===== src/rtl/rx_timer_pkg.sv =====
// Shared definitions for the receive bit-timing controller.
//   rx_timer_state_t    : frame-sequencing FSM states.
//   timer_params_legal  : elaboration-time legality check for the timer
//                         parameters. The top instantiates it and stops
//                         elaboration when the parameters are illegal.
package rx_timer_pkg;

  typedef enum logic [2:0] {
    IDLE,
    START,
    DATA,
    STOP,
    DONE
  } rx_timer_state_t;

  function automatic bit timer_params_legal(input int clks_per_bit,
                                            input int sample_point,
                                            input int data_bits);
    return (clks_per_bit >= 2) && (clks_per_bit <= 255) &&
           (sample_point >= 1) && (sample_point <= clks_per_bit) &&
           (data_bits >= 1) && (data_bits <= 15);
  endfunction

endpackage


===== src/rtl/bit_cycle_counter.sv =====
// Wrap-around cycle counter that runs 1..max_val.
//   clk, n_rst : clock and asynchronous active-low reset (count -> 0)
//   clear      : synchronous clear to 0 (highest priority)
//   load_one   : synchronous load of 1
//   en         : advance; wraps from max_val back to 1
//   max_val    : runtime wrap point
//   count      : current count
//   at_max     : count == max_val
module bit_cycle_counter #(
  parameter int W = 4
) (
  input  logic         clk,
  input  logic         n_rst,
  input  logic         clear,
  input  logic         load_one,
  input  logic         en,
  input  logic [W-1:0] max_val,
  output logic [W-1:0] count,
  output logic         at_max
);

  assign at_max = (count == max_val);

  // NOTE: sequential state uses non-blocking assignments so every flop
  // samples pre-edge values regardless of process evaluation order.
  always_ff @(posedge clk or negedge n_rst) begin
    if (!n_rst) begin
      count <= '0;
    end else if (clear) begin
      count <= '0;
    end else if (load_one) begin
      count <= W'(1);
    end else if (en) begin
      // Counting is 1-based, so wrap goes to 1 rather than 0.
      count <= at_max ? W'(1) : W'(count + W'(1));
    end
  end

endmodule


===== src/rtl/rx_bit_timer.sv =====
// Bit-timing controller for the serial receive path.
// A start-detect pulse launches a frame: one start bit, DATA_BITS data
// bits and a stop bit, each CLKS_PER_BIT cycles long. The stop bit is
// cut short at its sample point so the start detector can resync early.
//   clk, n_rst     : clock, asynchronous active-low reset
//   start_detected : one-cycle pulse from the start-bit detector
//   abort          : synchronous return to idle
//   busy           : frame in progress
//   start_strobe   : start-bit sample point
//   shift_strobe   : data-bit sample point (to the shift register)
//   stop_strobe    : stop-bit sample point
//   bit_index      : current data bit, 0 outside the data phase
//   frame_done     : one-cycle pulse after the stop sample
// All outputs decode registered state only; no input-to-output path.
module rx_bit_timer
  import rx_timer_pkg::*;
#(
  parameter int CLKS_PER_BIT = 10,
  parameter int SAMPLE_POINT = 5,
  parameter int DATA_BITS    = 8
) (
  input  logic       clk,
  input  logic       n_rst,
  input  logic       start_detected,
  input  logic       abort,
  output logic       busy,
  output logic       start_strobe,
  output logic       shift_strobe,
  output logic       stop_strobe,
  output logic [3:0] bit_index,
  output logic       frame_done
);

  if (!timer_params_legal(CLKS_PER_BIT, SAMPLE_POINT, DATA_BITS)) begin : g_bad_params
    $error("rx_bit_timer: illegal CLKS_PER_BIT/SAMPLE_POINT/DATA_BITS");
  end

  localparam int            CW       = $clog2(CLKS_PER_BIT + 1);
  localparam logic [CW-1:0] MAX_CYC  = CW'(CLKS_PER_BIT);
  localparam logic [CW-1:0] SAMP_CYC = CW'(SAMPLE_POINT);
  localparam logic [3:0]    LAST_BIT = 4'(DATA_BITS - 1);

  rx_timer_state_t state, next_state;
  logic [3:0]      bit_cnt, bit_cnt_next;
  logic [CW-1:0]   cyc_cnt;
  logic            bit_end;
  logic            sample;
  logic            cnt_clear, cnt_load, cnt_en;

  bit_cycle_counter #(.W(CW)) u_cyc_cnt (
    .clk      (clk),
    .n_rst    (n_rst),
    .clear    (cnt_clear),
    .load_one (cnt_load),
    .en       (cnt_en),
    .max_val  (MAX_CYC),
    .count    (cyc_cnt),
    .at_max   (bit_end)
  );

  assign sample = (cyc_cnt == SAMP_CYC);

  always_ff @(posedge clk or negedge n_rst) begin
    if (!n_rst) begin
      state   <= IDLE;
      bit_cnt <= '0;
    end else begin
      state   <= next_state;
      bit_cnt <= bit_cnt_next;
    end
  end

  // NOTE: every signal written here gets a default first, so no path
  // through the case leaves one unassigned and no latch is inferred.
  always_comb begin
    next_state   = state;
    bit_cnt_next = bit_cnt;
    cnt_clear    = 1'b0;
    cnt_load     = 1'b0;
    cnt_en       = 1'b0;
    busy         = (state != IDLE);
    start_strobe = 1'b0;
    shift_strobe = 1'b0;
    stop_strobe  = 1'b0;
    bit_index    = '0;
    frame_done   = 1'b0;

    case (state)
      START: start_strobe = sample;
      DATA: begin
        shift_strobe = sample;
        bit_index    = bit_cnt;
      end
      STOP:    stop_strobe = sample;
      DONE:    frame_done  = 1'b1;
      default: ;
    endcase

    // abort outranks everything, including a start pulse seen in IDLE.
    if (abort) begin
      next_state   = IDLE;
      bit_cnt_next = '0;
      cnt_clear    = 1'b1;
    end else begin
      case (state)
        IDLE: begin
          if (start_detected) begin
            next_state = START;
            cnt_load   = 1'b1;
          end else begin
            cnt_clear = 1'b1;
          end
        end
        START: begin
          cnt_en = 1'b1;
          if (bit_end) begin
            next_state   = DATA;
            bit_cnt_next = '0;
          end
        end
        DATA: begin
          cnt_en = 1'b1;
          if (bit_end) begin
            if (bit_cnt == LAST_BIT) begin
              next_state   = STOP;
              bit_cnt_next = '0;
            end else begin
              bit_cnt_next = 4'(bit_cnt + 4'd1);
            end
          end
        end
        STOP: begin
          if (sample) begin
            next_state = DONE;
            cnt_clear  = 1'b1;
          end else begin
            cnt_en = 1'b1;
          end
        end
        DONE: begin
          next_state = IDLE;
          cnt_clear  = 1'b1;
        end
        default: begin
          next_state   = IDLE;
          bit_cnt_next = '0;
          cnt_clear    = 1'b1;
        end
      endcase
    end
  end

endmodule


===== config.mk =====
export PLATFORM = sky130hd
export DESIGN_NAME = rx_bit_timer
export DESIGN_NICKNAME = d
export VERILOG_FILES = /design/src/rtl/rx_timer_pkg.sv /design/src/rtl/bit_cycle_counter.sv /design/src/rtl/rx_bit_timer.sv
export SDC_FILE = /design/constraint.sdc
export NUM_CORES = 1
export LEC_CHECK = 0
export ABC_AREA = 1
export CORE_MARGIN = 3
export CORE_UTILIZATION = 45
export DETAILED_ROUTE_END_ITERATION = 12
export PLACE_DENSITY = 0.7
export SLEW_MARGIN = 15
export SYNTH_ARGS = -nofsm -noshare
export SYNTH_HDL_FRONTEND = slang
export SYNTH_SLANG_ARGS = --single-unit
export TNS_END_PERCENT = 50

===== constraint.sdc =====
create_clock -name clk -period 1.5 [get_ports clk]
set_clock_uncertainty 0.2 [all_clocks]
set_input_delay 0.225 -clock clk [delete_from_list [all_inputs] [get_ports clk]]
set_output_delay 0.225 -clock clk [all_outputs]
set_load 0.05 [all_outputs]

==> summary.txt <==
Status
  – Status: complete, but fails checks
  – Violated checks: negative setup slack

Run
  – Max_cap viols: 0

Clock tree
  – H-tree depth: 1
  – CTS tree: done
  – Clk root buf: clkbuf_4
  – Hold Buf Count CTS: 0
  – Max Root-Sink Buffers: 2
  – CTS sink count: 11
  – Clock Pin Slew Worst Setup and Hold Paths: 0.07 ns
  – CTS buffer count: 3
  – Skew-Pair Late Insertion Delay: 0.27 ns

Yosys
  – Post-synth EDFFs: 0
  – Synth top cells by count: 20 x nand2_1, 15 x inv_1, 15 x nor2_1
  – Mapped Area: 714.4 um2
  – Synth area leaders: dfrtp_1 39%, nand2_1 11%, inv_1 7.9%
  – Most frequent cell after synthesis: nand2_1
  – Avg Inst Size Synth: 7.217 um2
  – Post-Syn Instances: 99
  – Async SR Flop Fraction: 100.0%
  – Number of synthesized register bits: 11
  – Syn_nets: 104
  – Cell variety after synth: 22
  – Seq/Total Area, Yosys: 38.53%
  – Largest area contributor in the netlist: dfrtp_1
  – Most used flip-flop cell after synthesis: dfrtp_1
  – Top-area cell type share of the netlist area: 38.53%
  – YS warnings: 0

Setup path
  – Type of origin of the critical path: flip-flop
  – Worst Path Max Fanout: 7
  – Critical Path Sink Type: output pin
  – CP required: 1.07 ns
  – Setup CP Type: flip-flop to output pin
  – Crit path DAT: 1.34 ns
  – R2R setup slack: -0.19 ns

Cells and area
  – Fill count: 71
  – Layout cells sized above 1: 46.51%
  – Layout Cells excl Fill: 144
  – Area Growth Syn to Fin: 64.62%
  – Ant diodes: 0
  – Post-layout nets: 135
  – Final core utilization: 84.08%

Floorplan
  – Row cnt: 13
  – Core footprint: 1399 um2
  – Die Y: 45.85 um
  – Top Ports: 13
  – Die area: 2102 um2
  – Initial Util: 51.07%
  – Die X: 45.85 um

Placed design
  – Input/output buffers: 12
  – Final RePlAce weighted congestion: 0.8024
  – Placed insts: 134
  – HPWL after detailed placement: 1.229 mm

STA
  – Relative slew margins: 81.71%
  – Final hold viol count: 0
  – Setup TNS: -3.228 ns
  – Crit path time final: 1.765 ns
  – Crit share post-route: 117.6%
  – Max Slew Vio Count: 0
  – Fmax: 566.7 MHz
  – Min setup slack post-route: -0.2647 ns
  – Setup repair after global routing missed its margin: true
  – Pin slew with the least headroom to its limit: 0.2725 ns
  – Setup violators final: 16

Route
  – DRT Pass-1 Iters: 4
  – Initial DRC count: 12
  – Via density per instance: 5.264
  – Via count: 758
  – Drt wl/cell: 12.80 um
  – Antenna Nets Post-Route: 0
  – Routed wire length: 1.843 mm
  – Drc violations: 0

Global route
  – All-Layer GR Usage: 20.08%
  – Vias in the first global route: 712
  – Global route overflow: 0
  – Largest net degree at the start of global routing: 12
  – Antenna violations before repair: 0
  – First-pass GRT wire length: 2.973 mm

Power
  – PwrDens: 1309 nW/um2
  – Peak supply drop: 0.9668 mV
  – Pleak: 0.5347 nW

Min path
  – Worst min-delay path class: input pin to asynchronous set/reset pin
power by group:
group | switching (mW) | leakage, nW | internal (mW)
combinational | 0.538 | 0.373 | 0.359
sequential | 0.0851 | 0.147 | 0.350
clock | 0.105 | 0.0150 | 0.103
total | 0.728 | 0.535 | 0.812
critical path, stage by stage, from the launching register on:
cell	delay [ns]
dfrtp_1	0.44
inv_2	0.11
nand3_4	0.19
nor2_4	0.18
buf_12	0.14
cell usage in the layout (no fill, tap or decap), drive strengths merged:
cell / n
buf: 23
nand2: 22
nor2: 19
inv: 17
nand3: 12
dfrtp: 11
o21ai: 6
clkbuf: 4
nand4: 3
clkdlybuf4s50: 3
a21oi: 2
xor2: 2
or2: 1
nand3b: 1
o211ai: 1
nor3: 1
ha: 1
state kept, by name, indices dropped and copies added (netlist names):
signal,cells
u_cyc_cnt.count,4
bit_cnt,4
state,3
timing repair:
item	in CTS	in global routing
resized for setup	15	11
setup endpoints to repair	16	20
buffers inserted	2	4
pin swaps	3	6
layout make-up:
class	count	area (um2)	share of cell area [%]
flip-flops and latches	11	277.8	23.62
multi-input cells	71	483.0	41.06
well taps	15	18.77	1.596
clock buffers	4	26.28	2.234
repair buffers	26	306.5	26.06
inverters	17	63.81	5.426
path summary, 6_finish.rpt:
kind,endpoint,start,depth (start not counted)
setup / recovery,shift_strobe,state[2],4
hold / removal,state[2],n_rst,2
setup reg to reg,bit_cnt[2],state[2],8
hold reg to reg,bit_cnt[1],bit_cnt[1],2
max in group asynchronous,state[1],n_rst,2
min in group clk,bit_cnt[1],bit_cnt[1],2
metrics by stage:
stage | setup slack, ns | hold WS (ns) | instance area, um2 | total power [mW]
finish | -0.2647 | 0.04106 | 1176 | 1.539
global route | -0.3145 | 0.04662 | 1176 | 1.648
CTS | -0.2497 | 0.04004 | 1102 | 1.387
detailed placement | -0.1425 | 0.3289 | 1008 | 1.078
global placement | -0.1046 | 0.3254 | 1008 | 1.069
floorplan | -0.07048 | -0.2706 | 732.0 | 0.8715
layer usage:
| layer | global-route usage, % | part of all wire, % |
|---|---|---|
| met1 | 24.08 | 41 |
| met2 | 32.69 | 51 |
| met3 | 2.767 | 5.2 |
| met4 | 13.64 | 2.5 |
| met5 | 0 | 0 |
cell families after synthesis:
logic type               share of synthesized area [%]
AND/OR/NAND/NOR                                  41.16
AO/OA/AOI/OAI                                    7.180
XOR/XNOR                                         2.452
flip-flops                                       38.53
adder cells (fa/ha/maj)                          1.751
buffers and inverters                            8.932
No activity file was read; power rests on OpenSTA's default activity.
